$ cat config.mk
export PLATFORM = sky130hd
export DESIGN_NAME = pc_gen_unit
export DESIGN_NICKNAME = d
export VERILOG_FILES = /design/src/rtl/pc_gen_unit.sv
export SDC_FILE = /design/constraint.sdc
export NUM_CORES = 1
export LEC_CHECK = 0
export ABC_CLOCK_PERIOD_IN_PS = 1600
export BUFFER_PORTS_ARGS = -buffer_cell sky130_fd_sc_hd__buf_2
export CORE_MARGIN = 1.5
export CORE_UTILIZATION = 35
export DETAILED_ROUTE_END_ITERATION = 16
export GPL_TIMING_DRIVEN = 0
export HOLD_SLACK_MARGIN = 0.03
export MAX_ROUTING_LAYER = met4
export PLACE_DENSITY_LB_ADDON = 0.25
export SYNTH_ARGS = -nofsm -noshare
export SYNTH_HDL_FRONTEND = slang
export SYNTH_SLANG_ARGS = --single-unit
$ cat constraint.sdc
create_clock -name clk -period 1.6 [get_ports clk]
set_input_delay 0.08 -clock clk [delete_from_list [all_inputs] [get_ports clk]]
set_output_delay 0.08 -clock clk [all_outputs]
set_load 0.05 [all_outputs]
$ cat src/rtl/pc_gen_unit.sv
// Program-counter generator for the IF stage: boot sequencing, trap/branch redirect,
// one-entry pending-redirect buffer under backpressure, and misaligned-target rejection.
module pc_gen_unit #(
  parameter int unsigned          ADDR_W     = 32,
  parameter logic [ADDR_W-1:0]    RESET_VEC  = '0,
  parameter logic [ADDR_W-1:0]    TRAP_VEC   = ADDR_W'(32'h0000_0100),
  parameter int unsigned          STEP       = 4,
  parameter int unsigned          ALIGN_BITS = 2
) (
  input  logic              clk,
  input  logic              rst,
  input  logic              stall_i,
  input  logic              fetch_ready_i,
  input  logic              branch_flag_i,
  input  logic [ADDR_W-1:0] branch_target_i,
  input  logic              trap_flag_i,
  output logic [ADDR_W-1:0] pc_o,
  output logic              ce_o,
  output logic              pend_o,
  output logic              misalign_o,
  output logic [ADDR_W-1:0] misalign_addr_o
);

  // ALIGN_BITS = 0 yields an all-zero mask, which disables the check.
  localparam logic [ADDR_W-1:0] AlignMask = ADDR_W'((64'd1 << ALIGN_BITS) - 64'd1);
  localparam logic [ADDR_W-1:0] StepInc   = ADDR_W'(STEP);

  typedef enum logic [0:0] {StBoot, StRun} state_e;

  state_e            state_q, state_d;
  logic [ADDR_W-1:0] pc_q, pc_d;
  logic              pend_q, pend_d;
  logic [ADDR_W-1:0] pend_tgt_q, pend_tgt_d;
  logic              misalign_q, misalign_d;
  logic [ADDR_W-1:0] misalign_addr_q, misalign_addr_d;

  logic adv;
  logic tgt_misaligned;

  assign adv            = fetch_ready_i & ~stall_i;
  assign tgt_misaligned = |(branch_target_i & AlignMask);

  always_comb begin
    state_d         = state_q;
    pc_d            = pc_q;
    pend_d          = pend_q;
    pend_tgt_d      = pend_tgt_q;
    misalign_d      = 1'b0;
    misalign_addr_d = misalign_addr_q;

    unique case (state_q)
      StBoot: begin
        state_d = StRun;
      end
      StRun: begin
        if (trap_flag_i) begin
          pc_d   = TRAP_VEC;
          pend_d = 1'b0;
        end else if (branch_flag_i && !tgt_misaligned) begin
          if (adv) begin
            pc_d   = branch_target_i;
            pend_d = 1'b0;
          end else begin
            pend_tgt_d = branch_target_i;
            pend_d     = 1'b1;
          end
        end else begin
          // A rejected target leaves PC/pending flow untouched.
          if (branch_flag_i) begin
            misalign_d      = 1'b1;
            misalign_addr_d = branch_target_i;
          end
          if (pend_q && adv) begin
            pc_d   = pend_tgt_q;
            pend_d = 1'b0;
          end else if (adv) begin
            pc_d = pc_q + StepInc;
          end
        end
      end
      default: begin
        state_d = StBoot;
      end
    endcase
  end

  always_ff @(posedge clk or negedge rst) begin
    if (!rst) begin
      state_q         <= StBoot;
      pc_q            <= RESET_VEC;
      pend_q          <= 1'b0;
      pend_tgt_q      <= '0;
      misalign_q      <= 1'b0;
      misalign_addr_q <= '0;
    end else begin
      state_q         <= state_d;
      pc_q            <= pc_d;
      pend_q          <= pend_d;
      pend_tgt_q      <= pend_tgt_d;
      misalign_q      <= misalign_d;
      misalign_addr_q <= misalign_addr_d;
    end
  end

  assign pc_o            = pc_q;
  assign ce_o            = (state_q == StRun);
  assign pend_o          = pend_q;
  assign misalign_o      = misalign_q;
  assign misalign_addr_o = misalign_addr_q;

endmodule

==> results by group <==
Outcome
  – Status: finished, violations left
  – Failing checks: setup timing

Timing
  – Final hold viol count: 0
  – Relative slew slack: 48.7%
  – Minimum clock period: between 1.5 and 2 ns
  – FMAX: between 500 and 600 MHz
  – Worst setup margin: -0.176 ns
  – Final Skew: approximately 0.012 ns
  – RSZ-0062 raised after global routing: yes
  – TNS Setup: -2.53 ns
  – Setup violators final: 42
  – Final worst-path cycle share: 111%
  – Slew @ Worst Pin: ~0.77 ns
  – Pins over their slew limit: 0

Setup path
  – Worst stage delay on the critical path: 0.46 ns
  – Crit path launch: pc_o[3]$_DFFE_PN0P_
  – CP Max Fanout: 5
  – RR Startpoint: pc_o[3]$_DFFE_PN0P_
  – Crit-path cells: ha_4 -> nand2_4 -> or3_4 -> buf_8 -> nor2_2 -> o41ai_1 -> a22o_1
  – Slowest CP cell: or3_4
  – Crit-path leading delay family: simple AND/OR/NAND/NOR gates
  – CP arrival: just over 2 ns
  – Crit path launch type: flop
  – CP Data Required Time: around 1.8 ns
  – CP endpoint kind: flop
  – WP buf/inv: 1
  – Critical path class: flop to flop

Power
  – P per Cell Area: roughly 1000 nW/µm²
  – Peak VDD IR: between 0.6 and 0.7 mV
  – Overall power: ~7.5 mW
  – Leakage: roughly 3.6 nW

Yosys
  – Post-synth top area share: 49.8%
  – Top post-synthesis cells by count: dfrtp_1, mux2_2, nor2_1, mux2_4, nand2_1
  – Main area contributors after synthesis: dfrtp_1, mux2_4, mux2_2
  – Syn Nets: around 480
  – Synth unique cells: 60
  – Seq/Total Area, Yosys: between 40% and 50%
  – EDFF count, synth: 0
  – Mapped cell area: 4980 µm²
  – Async SR Flop Fraction: between 90% and 100%
  – Most used flip-flop cell after synthesis: dfrtp_1
  – Syn_area_per_cell: 11.3 µm²
  – Ys Warns: 0
  – FF+latch count, synth: between 90 and 100
  – Synth Instances: approximately 440
  – Synth area leader: dfrtp_1
  – Most common cell in the synthesized netlist: dfrtp_1

Global route
  – Total Routing Usage GR: 22.8%
  – Global route overflow: 0
  – Antenna violations before repair: 0
  – Met3 Use GR: 4.04%
  – GR peak layer: met2
  – Vias in the first global route: about 4400
  – Global-route wire length before repair: 25.0 mm
  – GR Util met2: 33.9%
  – Met1 Track Usage GR: 31.0%
  – Largest net degree at the start of global routing: just under 60

Detailed routing
  – ANT nets after route: 0
  – Via count: between 4000 and 5000
  – DRC Markers: 0
  – Vias per Instance: ~5.5
  – Detailed Route Iter0 Violations: 363
  – Routed WL: between 15 and 20 mm
  – WL per Instance: approximately 20 µm
  – Drt pass-1 iters: 5

Clocking
  – Clock latency on the worst-skew pair: between 0.3 and 0.4 ns
  – H-tree Lvls: 3
  – Root buf cell: clkbuf_16
  – TritonCTS clock tree: built
  – Clk slew on worst S/H paths: about 0.070 ns
  – Sink Count: 99
  – Max clock buf depth: 2
  – TritonCTS buffer count: 9

Floorplan
  – Core box area: roughly 14000 µm²
  – Initial Util: 35.9%
  – Die Width: roughly 120 µm
  – Num rows: between 40 and 50
  – Die area: around 15000 µm²
  – Num ports: around 110
  – Die Ht: ~120 µm

Place
  – DP HPWL: 10.2 mm
  – Placer Congestion: between 0.8 and 0.9
  – Port Buffers: about 100
  – Placed Cells: slightly above 700

Cells and area
  – Ant. Diodes: 0
  – Layout cells sized above 1: 51.0%
  – Nets: approximately 680
  – Non-Filler Instances: 829
  – Area delta synth->final: 50.9%

Min path
  – Hold Path Origin: branch_target_i[25]
  – Hold Path Class: primary input to flop

Job
  – Max-Cap Viols: 0
-- cells by family after synthesis --
logic type | share of synthesized area, %
buffers and inverters | 3.02
multiplexers | 16.5
AND/OR/NAND/NOR | 14.6
adder cells (fa/ha/maj) | 0.251
other | 0.0753
AO/OA/AOI/OAI | 14.2
XOR/XNOR | 1.58
flip-flops | 49.8
-- sequential cells by signal (all words and copies together), names as in the netlist --
signal,flops
pc_o,32
misalign_o,1
pend_o,1
ce_o,1
pend_tgt_q,32
misalign_addr_o,32
-- metal layers --
layer  part of all wire [%]  vias up
met4                    2.4        0
met3                    6.4       31
met2                     47      201
li1                       -     2077
met1                     45     2249
met5                      0        -
-- final timing paths --
path / end / slack, ns / depth (start not counted)
worst max-delay path: pc_o[16]$_DFFE_PN0P_ / -0.18 / 7
worst min-delay path: pend_tgt_q[25]$_DFFE_PN0P_ / 0.05 / 2
worst max register to register: pc_o[16]$_DFFE_PN0P_ / -0.18 / 7
worst min register to register: pend_tgt_q[1]$_DFFE_PN0P_ / 0.50 / 1
max in group asynchronous: pc_o[16]$_DFFE_PN0P_ / 0.54 / 3
min in group asynchronous: misalign_addr_o[21]$_DFFE_PN0P_ / 0.35 / 2
-- timing repair --
action / in CTS / in global routing
resized for setup: 69 / 47
cloned: 1 / 3
pin swaps: 22 / 21
hold buffers: 32 / 0
endpoints found under the setup margin: 61 / 86
buffers inserted: 35 / 20
endpoints found under the hold margin: 125 / 0
-- power by group --
group          switching, mW  internal, mW
combinational           1.26         0.847
sequential             0.246          2.90
clock                   1.00          1.25
-- final cells by class --
cell class                      count  area [µm²]
Inverter                            6        22.5
Clock buffer                       12         246
Timing Repair Buffer              195        1380
Sequential cell                    99        2510
Fill cell                        1208        6370
Buffer                             24         282
Tap cell                          180         225
Clock inverter                      4        50.0
Multi-Input combinational cell    309        2810
-- placed cells by master, fill, tap and decap left out, types with 4 or more instances in the layout --
| master | instances |
|---|---|
| a222oi_1 | 4 |
| nor3_4 | 5 |
| dlygate4sd3_1 | 32 |
| xnor2_1 | 4 |
| mux2_2 | 5 |
| a211oi_1 | 4 |
| clkbuf_1 | 5 |
| a21oi_1 | 13 |
| or3_1 | 4 |
| nor2_4 | 7 |
| clkbuf_8 | 4 |
| o21ai_1 | 6 |
| buf_2 | 104 |
| nand3_1 | 9 |
| a221o_1 | 6 |
| nand2_1 | 20 |
| a22o_1 | 13 |
| dfrtp_2 | 24 |
| a21o_1 | 5 |
| buf_6 | 6 |
| dfrtp_1 | 75 |
| o211ai_1 | 5 |
| nor3_1 | 14 |
| inv_1 | 6 |
| mux2_4 | 57 |
| clkbuf_16 | 12 |
| buf_4 | 53 |
| o21ai_0 | 13 |
| nand4_1 | 9 |
| buf_8 | 7 |
| a22oi_1 | 6 |
| nor2_1 | 23 |
-- per-stage QoR --
stage | hold WS, ns | utilization, % | area (µm²) | setup WS [ns]
2_1_floorplan | -0.216 | - | 5190 | -0.327
3_3_place_gp | 0.345 | 42.7 | 5930 | -0.876
3_5_place_dp | 0.217 | 42.9 | 5960 | -0.737
4_1_cts | 0.0378 | 51.4 | 7140 | -0.170
5_1_grt | 0.0672 | 54.1 | 7510 | -0.235
6_report | 0.0453 | 54.1 | 7510 | -0.176
No activity file was read; power rests on OpenSTA's default activity.
